File: config.mk
export PLATFORM = sky130hd
export DESIGN_NAME = shift_seq_ctrl
export DESIGN_NICKNAME = d
export VERILOG_FILES = /design/src/rtl/shift_seq_pkg.sv /design/src/rtl/btn_edge.sv /design/src/rtl/shift_seq_ctrl.sv
export SDC_FILE = /design/constraint.sdc
export NUM_CORES = 1
export LEC_CHECK = 0
export ABC_CLOCK_PERIOD_IN_PS = 3500
export CAP_MARGIN = 5
export CORE_MARGIN = 2
export CORE_UTILIZATION = 44
export CTS_CLUSTER_SIZE = 25
export DETAILED_ROUTE_END_ITERATION = 8
export SETUP_SLACK_MARGIN = 0.05
export SYNTH_ARGS = -nofsm -noshare
export SYNTH_HDL_FRONTEND = slang
export SYNTH_SLANG_ARGS = --single-unit
File: constraint.sdc
create_clock -name clk -period 3.5 [get_ports clk]
set_clock_uncertainty 0.15 [all_clocks]
set_input_delay 0.35 -clock clk [delete_from_list [all_inputs] [get_ports clk]]
set_output_delay 0.35 -clock clk [all_outputs]
set_load 0.02 [all_outputs]
File: src/rtl/shift_seq_pkg.sv
// rtl/shift_seq_pkg.sv - shared types and constants for the shift-register sequencer
//
// Purpose: FSM state encoding, default sizing constants and the saturating
//          shift-count helper used by shift_seq_ctrl.
// Ports:   none (package)

package shift_seq_pkg;

    typedef enum logic [1:0] {
        ST_IDLE = 2'd0,
        ST_RUN  = 2'd1
    } seq_state_t;

    localparam int DEF_NBITS    = 8;
    localparam int DEF_STEP_DIV = 25_000_000;
    localparam int CNT_W        = $clog2(DEF_NBITS + 1);

    // Increment that sticks once the limit is reached.
    function automatic logic [CNT_W-1:0] sat_inc(input logic [CNT_W-1:0] value,
                                                 input logic [CNT_W-1:0] limit);
        return (value >= limit) ? value : value + CNT_W'(1);
    endfunction

endpackage

File: src/rtl/btn_edge.sv
// rtl/btn_edge.sv - button synchronizer and press detector
//
// Purpose: brings a raw active-low button into the clk domain through two
//          flops and flags one cycle per press (falling edge of the
//          synchronized level).
// Ports:   clk   - system clock
//          rst   - synchronous active-high reset
//          btn   - raw active-low button, asynchronous to clk
//          press - high for one cycle per press

module btn_edge (
    input  logic clk,
    input  logic rst,
    input  logic btn,
    output logic press
);

    logic sync0;
    logic sync1;
    logic prev;
    logic settled;
    logic armed;

    // Detection stays disarmed until a real released level has passed the
    // first synchronizer stage after reset. A button held through reset
    // therefore needs a release before it can produce a press.
    always_ff @(posedge clk) begin
        if (rst) begin
            sync0   <= 1'b1;
            sync1   <= 1'b1;
            prev    <= 1'b1;
            settled <= 1'b0;
            armed   <= 1'b0;
        end else begin
            sync0   <= btn;
            sync1   <= sync0;
            prev    <= sync1;
            settled <= 1'b1;
            if (settled && sync0) begin
                armed <= 1'b1;
            end
        end
    end

    assign press = armed & prev & ~sync1;

endmodule

File: src/rtl/shift_seq_ctrl.sv
// rtl/shift_seq_ctrl.sv - load/shift sequencer for the board shift-register datapath
//
// Purpose: turns three raw buttons into single-cycle load/shift strobes and
//          runs automatic NBITS-shift sequences at a programmable rate.
//          Build option SHIFT_SEQ_ROTATE_EN: when defined the datapath rotates
//          (shift_in = q_lsb); otherwise shift_in = fill_in.
// Ports:   clk, rst          - clock, synchronous active-high reset
//          load_btn          - raw active-low parallel-load button
//          step_btn          - raw active-low manual single-shift button
//          run_btn           - raw active-low start/abort button
//          mode              - 0 manual, 1 automatic (sampled at run start)
//          fill_in, q_lsb    - MSB fill switch, datapath bit 0
//          load, shift       - one-cycle strobes to the datapath
//          shift_in          - bit shifted into the datapath MSB
//          busy, done        - run in progress, run-complete pulse
//          count, state      - shifts since last load (saturating), FSM state

module shift_seq_ctrl
    import shift_seq_pkg::*;
#(
    parameter int NBITS    = DEF_NBITS,
    parameter int STEP_DIV = DEF_STEP_DIV
) (
    input  logic             clk,
    input  logic             rst,
    input  logic             load_btn,
    input  logic             step_btn,
    input  logic             run_btn,
    input  logic             mode,
    input  logic             fill_in,
    input  logic             q_lsb,
    output logic             load,
    output logic             shift,
    output logic             shift_in,
    output logic             busy,
    output logic             done,
    output logic [CNT_W-1:0] count,
    output logic [1:0]       state
);

    localparam int              PW         = $clog2(STEP_DIV);
    localparam logic [PW-1:0]   PRESC_TERM = PW'(STEP_DIV - 1);
    localparam logic [CNT_W-1:0] CNT_LIM   = CNT_W'(NBITS);

    logic load_press;
    logic step_press;
    logic run_press;

    btn_edge u_load_edge (
        .clk   (clk),
        .rst   (rst),
        .btn   (load_btn),
        .press (load_press)
    );

    btn_edge u_step_edge (
        .clk   (clk),
        .rst   (rst),
        .btn   (step_btn),
        .press (step_press)
    );

    btn_edge u_run_edge (
        .clk   (clk),
        .rst   (rst),
        .btn   (run_btn),
        .press (run_press)
    );

    seq_state_t       st;
    logic [PW-1:0]    presc;
    logic [CNT_W-1:0] run_cnt;

    always_ff @(posedge clk) begin
        if (rst) begin
            st      <= ST_IDLE;
            load    <= 1'b0;
            shift   <= 1'b0;
            done    <= 1'b0;
            busy    <= 1'b0;
            count   <= '0;
            presc   <= '0;
            run_cnt <= '0;
        end else begin
            load  <= 1'b0;
            shift <= 1'b0;
            done  <= 1'b0;
            if (load_press) begin
                // Load wins over everything, including a terminal shift.
                load    <= 1'b1;
                count   <= '0;
                presc   <= '0;
                run_cnt <= '0;
                st      <= ST_IDLE;
                busy    <= 1'b0;
            end else begin
                case (st)
                    ST_IDLE: begin
                        busy <= 1'b0;
                        if (run_press && mode) begin
                            st      <= ST_RUN;
                            busy    <= 1'b1;
                            presc   <= '0;
                            run_cnt <= '0;
                        end else if (step_press && !run_press) begin
                            shift <= 1'b1;
                            count <= sat_inc(count, CNT_LIM);
                        end
                    end
                    ST_RUN: begin
                        if (run_press) begin
                            st   <= ST_IDLE;
                            busy <= 1'b0;
                        end else if (run_cnt == CNT_LIM) begin
                            // One cycle after the last shift: close the run.
                            st   <= ST_IDLE;
                            busy <= 1'b0;
                            done <= 1'b1;
                        end else if (presc == PRESC_TERM) begin
                            presc   <= '0;
                            shift   <= 1'b1;
                            count   <= sat_inc(count, CNT_LIM);
                            run_cnt <= run_cnt + CNT_W'(1);
                        end else begin
                            presc <= presc + PW'(1);
                        end
                    end
                    default: begin
                        st   <= ST_IDLE;
                        busy <= 1'b0;
                    end
                endcase
            end
        end
    end

    assign state = st;

`ifdef SHIFT_SEQ_ROTATE_EN
    logic unused_fill_in;
    assign unused_fill_in = fill_in;
    assign shift_in       = q_lsb;
`else
    logic unused_q_lsb;
    assign unused_q_lsb = q_lsb;
    assign shift_in     = fill_in;
`endif

endmodule
==> results.yml, run 1 <==
run_status:
  outcome: "finished clean"
yosys:
  syn_inst: 247
  ys_seq_elements: 51
  synth_edf_count: 0
  synth_area_per_cell_um2: 9.24
  syn_area_mm2: 0.00228
  ys.flop_type: "dfxtp_1"
  yosysWarnings: 0
  synth.distinct_cells: 54
  synth_nets: 260
  async_flop_share: 0
  ys_seq_area_frac: 0.447
run:
  maxCapViolCount: 0
global_route:
  grt_pass1_vias: 1560
  grt_max_degree: 24
  antenna_found_initial: 0
  grt_pass1_wl_um: 7070
  gr-total-overflow: 0
  grtUsageTotal: 0.149
sta:
  drv_slew: 0
  whs_ns: 0.302
  rsz0062_at_grt: "no"
  setup_viol: 0
  layout_setup_ws_ns: 0.868
  fin_crit_sh: 0.752
  slew_headroom: 0.485
  min_period_ns: 2.63
  hold_violations: 0
  tightest_slew_ns: 0.767
  fmax_mhz: 380
  tns_ns: 0
floorplan:
  die_w_um: 76.0
  rows: 26
  io_pins: 19
  core_area_mm2: 0.00504
  dieArea_mm2: 0.00578
  die_y_um: 76.0
  start_util: 0.453
cells_and_area:
  final_cells: 333
  final_area_mm2: 0.00257
  largest_register_ffs: 25
  antennaDiodeCount: 0
  final_common_cell: "dfxtp_1"
  reg.largest.list: "presc x25, count x4, run_cnt x4"
  nets: 275
  utilization: 0.511
  layout_common_cells: "51 x dfxtp_1, 22 x nor2_1, 16 x a21oi_1"
  syn_to_final_growth_pct: 12.8
  regMostFlops: "presc"
  drive_above_1_share: 0.122
clock_tree:
  cts_buffer_depth: 2
  htreeDepth: 2
  ctsResizeCount: 0
  clk_latency_ns: 0.31
  cts_buffers: 5
  cts_hold_buffers: 0
  cts_setup_buffers: 0
  cts_root_buf: "clkbuf_8"
  clk_pin_slew_ns: 0.10
  tritoncts: "built"
  clock_sinks: 51
power_and_ir_drop:
  p_sw_uw: 238
  power.total_uw: 993
  power_frac_comb: 0.042
  switching_share: 0.240
  clkPwrFrac: 0.360
  seqPwrFrac: 0.598
  leakage_nw: 0.896
  intPower_uw: 755
  p_per_area_mw_per_mm2: 385
  max-vdd-ir-drop_mv: 0.172
worst_hold_path:
  min_to: "u_step_edge.prev$_SDFF_PP1_"
  min_path_cells: 1
  hp-class: "flop to flop"
  hp-start: "u_step_edge.sync1$_SDFF_PP1_"
critical_path:
  startpoint_type: "flop"
  r2r-start: "presc[0]$_SDFFE_PP0P_"
  worstPathRequired_ns: 3.54
  crit_fanout: 23
  path_class: "flop to flop"
  r2r_cells: 7
  reg2reg_to: "presc[17]$_SDFFE_PP0P_"
  critical_path_arrival_ns: 2.68
  end_kind: "flop"
  regToRegSetupSlack_ns: 0.87
detailed_routing:
  routedWlPerCell_um: 12.9
  first_iter_violations: 93
  vias: 1787
  wl_met3_um: 121
  drc: 0
  antenna_left: 0
  wl_met1_um: 2130
  wl_um: 4280
  wl_met2_um: 1970
  highest_layer: "met4"
  viasPerCell: 5.37
  detail_route.first_pass.iterations: 4
place:
  gp_congestion: 0.778
  placed_cells: 325
  place_ws_ns: 0.871
  place_area_mm2: 0.00248
  port_buffers: 14
  hpwl_um: 3040
## cells by family after synthesis
family	Yosys count	share of synthesized area
fa+ha+maj	5	0.0274
flops	51	0.447
buf+inv	20	0.0422
other cells	1	0.00164
mux	3	0.0132
simple gates	101	0.262
xor+xnor	11	0.0422
compound gates	55	0.164
## critical path: stages (launching register included)
cell	delay (ns)
dfxtp_1	0.42
ha_1	0.29
nor3b_1	0.21
nand3_1	0.16
o41ai_4	0.66
a21o_1	0.25
buf_4	0.28
nor2_1	0.09
## synthesized netlist by cell type (all sizes together) (6+ instances only)
master / number / area (um2)
nand3: 12 / 60.1
a21oi: 18 / 97.6
nand4: 6 / 43.8
nor2: 22 / 82.6
or3: 13 / 86.3
nand2: 13 / 48.8
inv: 11 / 41.3
buf: 6 / 43.8
o21ai: 14 / 70.1
or2: 8 / 50.1
nor4: 6 / 43.8
dfxtp: 51 / 1020
xor2: 9 / 78.8
## power by group through the flow
stage,logic (mW),registers [mW],clock network (mW)
5_1_grt,0.0465,0.595,0.393
3_5_place_dp,0.0421,0.608,0
4_1_cts,0.0422,0.594,0.369
2_1_floorplan,0.0301,0.607,0
6_report,0.0417,0.594,0.357
3_3_place_gp,0.0415,0.608,0
## how the worst max path moves through the flow
stage	end	depth (start not counted)	slack [ns]	startpoint
global route	presc[17]$_SDFFE_PP0P_	7	0.66	presc[0]$_SDFFE_PP0P_
detailed placement	presc[17]$_SDFFE_PP0P_	7	0.87	presc[0]$_SDFFE_PP0P_
CTS	presc[17]$_SDFFE_PP0P_	7	0.83	presc[0]$_SDFFE_PP0P_
global placement	presc[5]$_SDFFE_PP0P_	7	0.91	presc[0]$_SDFFE_PP0P_
finish	presc[17]$_SDFFE_PP0P_	7	0.87	presc[0]$_SDFFE_PP0P_
floorplan	presc[13]$_SDFFE_PP0P_	6	1.23	state[0]$_SDFFE_PP0P_
## per-layer routing
| metal | global-route usage | vias up |
|---|---|---|
| li1 | - | 933 |
| met1 | 0.184 | 828 |
| met2 | 0.257 | 19 |
| met3 | 0.0355 | 7 |
| met4 | 0.0491 | 0 |
| met5 | 0 | - |
## layout make-up
type	instances	area, um2
fillers	486	2470
multi-input cells	176	1170
flip-flops and latches	51	1020
repair buffers	17	163
well taps	70	87.6
clock buffers	5	68.8
inverters	11	41.3
clock inverters	3	27.5
No activity file was read; power rests on OpenSTA's default activity.
==> run 2, diff against run 1 <==
ABC_CLOCK_PERIOD_IN_PS = 2600   (was 3500)
clock period = 2.6 ns   (was 3.5 ns; I/O delays follow)
==> run 2 against run 1 <==
  * Final cell count rose by 2.4%
  * Maximum frequency rose by 8.4%
  * Wire length rose by 2.6%
  * Core utilization rose by 2.2 points
  * Critical path depth did not move
==> results.yml, run 2 (synthesis results as in run 1) <==
clock_tree:
  htreeDepth: 2
  tritoncts: "built"
  cts_buffer_depth: 2
  ctsResizeCount: 0
  clk_latency_ns: 0.30
  cts_root_buf: "clkbuf_8"
  clk_pin_slew_ns: 0.09
  clock_sinks: 51
  cts_buffers: 5
critical_path:
  reg2reg_to: "presc[13]$_SDFFE_PP0P_"
  path_class: "flop to flop"
  r2r_cells: 7
  worstPathRequired_ns: 2.70
  crit_fanout: 5
  regToRegSetupSlack_ns: 0.17
  critical_path_arrival_ns: 2.52
  startpoint: "run_cnt[0]$_SDFFE_PP0P_"
  startpoint_type: "flop"
  end_kind: "flop"
  r2r-start: "run_cnt[0]$_SDFFE_PP0P_"
cells_and_area:
  drive_above_1_share: 0.144
  nets: 283
  largest_register_ffs: 25
  regArea_mm2: 0.00102
  final_common_cell: "dfxtp_1"
  final_area_mm2: 0.00268
  reg.largest.list: "presc x25, count x4, run_cnt x4"
  layout_common_cells: "51 x dfxtp_1, 22 x nor2_1, 16 x a21oi_1"
  num-fill-cells: 487
  syn_to_final_growth_pct: 17.5
  multi_input_area_mm2: 0.00117
  antennaDiodeCount: 0
  regMostFlops: "presc"
sta:
  tns_ns: 0
  tightest_slew_ns: 0.674
  hold_violations: 0
  fmax_mhz: 412
  min_period_ns: 2.43
  slew_headroom: 0.546
  fin_crit_sh: 0.934
  setup_viol: 0
  rsz0062_at_grt: "no"
  drv_slew: 0
power_and_ir_drop:
  max-vdd-ir-drop_mv: 0.329
  seqPwrFrac: 0.532
  switching_share: 0.197
  clkPwrFrac: 0.426
  p_sw_uw: 295
  intPower_mw: 1.21
  power_frac_comb: 0.042
  leakage_nw: 0.959
  p_per_area_mw_per_mm2: 559
global_route:
  gr-total-overflow: 0
  grt_pass1_vias: 1676
  grtUsageTotal: 0.165
  grt_max_degree: 26
  grt_pass1_wl_um: 7780
  antenna_found_initial: 0
run_status:
  outcome: "finished clean"
detailed_routing:
  wl_um: 4390
  routedWlPerCell_um: 12.9
  antenna_left: 0
  viasPerCell: 5.34
  vias: 1820
  detail_route.first_pass.iterations: 4
  first_iter_violations: 79
  drc: 0
place:
  gp_congestion: 0.792
  hpwl_um: 3150
  place_area_mm2: 0.00254
  port_buffers: 14
run:
  maxCapViolCount: 0
floorplan:
  io_pins: 19
  start_util: 0.453
  dieArea_mm2: 0.00578
  rows: 26
  die_w_um: 76.0
  die_y_um: 76.0
  core_area_mm2: 0.00504
worst_hold_path:
  min_path_cells: 1
  hp-class: "flop to flop"
  min_to: "u_run_edge.sync1$_SDFF_PP1_"
  hp-start: "u_run_edge.sync0$_SDFF_PP1_"
-- run 2: changes by cell type in the layout (fill, tap and decap cells not counted) --
cell,delta
buf_4,+7
bufinv_16,+2
buf_12,+1
clkbuf_1,+1
clkinvlp_4,-1
inv_6,-1
inv_8,-1
-- run 2: worst max-delay path, stage by stage, from the launching register on --
cell,delay [ns]
dfxtp_1,0.35
inv_1,0.07
ha_1,0.22
and3b_2,0.23
or3_4,0.35
a2111o_1,0.50
or3_1,0.36
a21oi_2,0.13
-- run 2: worst max path at each step --
stage | end | slack (ns) | cells after the start
2_1_floorplan | presc[13]$_SDFFE_PP0P_ | 0.33 | 6
3_3_place_gp | presc[15]$_SDFFE_PP0P_ | 0.23 | 7
4_1_cts | presc[13]$_SDFFE_PP0P_ | 0.17 | 7
6_report | presc[13]$_SDFFE_PP0P_ | 0.17 | 7
3_5_place_dp | presc[13]$_SDFFE_PP0P_ | 0.20 | 7
5_1_grt | run_cnt[0]$_SDFFE_PP0P_ | 0.05 | 6
-- run 2: final cells by class --
| class | instances | share of cell area |
|---|---|---|
| tap | 70 | 0.0326 |
| sequential | 51 | 0.380 |
| clock buffer | 6 | 0.0270 |
| multi-input combinational | 176 | 0.435 |
| timing repair buffer | 25 | 0.0876 |
| inverter | 11 | 0.0154 |
| clock inverter | 2 | 0.0224 |
-- run 2: through the flow --
stage          setup WS, ns  hold slack (ns)  instances   util  power (mW)
2_1_floorplan         0.329            0.196        247      -       0.857
3_3_place_gp          0.231            0.272        332  0.504       0.880
3_5_place_dp          0.197            0.275        332  0.504       0.880
4_1_cts               0.171            0.299        340  0.531        1.52
5_1_grt              0.0506            0.322        341  0.532        1.56
6_report              0.172            0.297        341  0.532        1.50
-- run 2: what timing repair did --
action / 4_1_cts / 5_1_grt
buffers inserted: 0 / 1
hold buffers: 0 / 0
setup endpoints to repair: 0 / 3
-- run 2: power groups by stage --
stage                     Clock, mW  Sequential (mW)  Combinational (mW)
after global routing          0.690            0.800              0.0701
after CTS                     0.657            0.799              0.0635
final                         0.640            0.799              0.0628
after global placement            0            0.817              0.0627
after detailed placement          0            0.817              0.0633
after floorplan                   0            0.817              0.0405
-- run 2: routing by layer --
| layer | track usage | up-vias | share of wire |
|---|---|---|---|
| li1 | - | 947 | - |
| met1 | 0.211 | 837 | 0.49 |
| met2 | 0.263 | 28 | 0.46 |
| met3 | 0.0415 | 8 | 0.037 |
| met4 | 0.0782 | 0 | 0.018 |
| met5 | 0 | - | 0 |
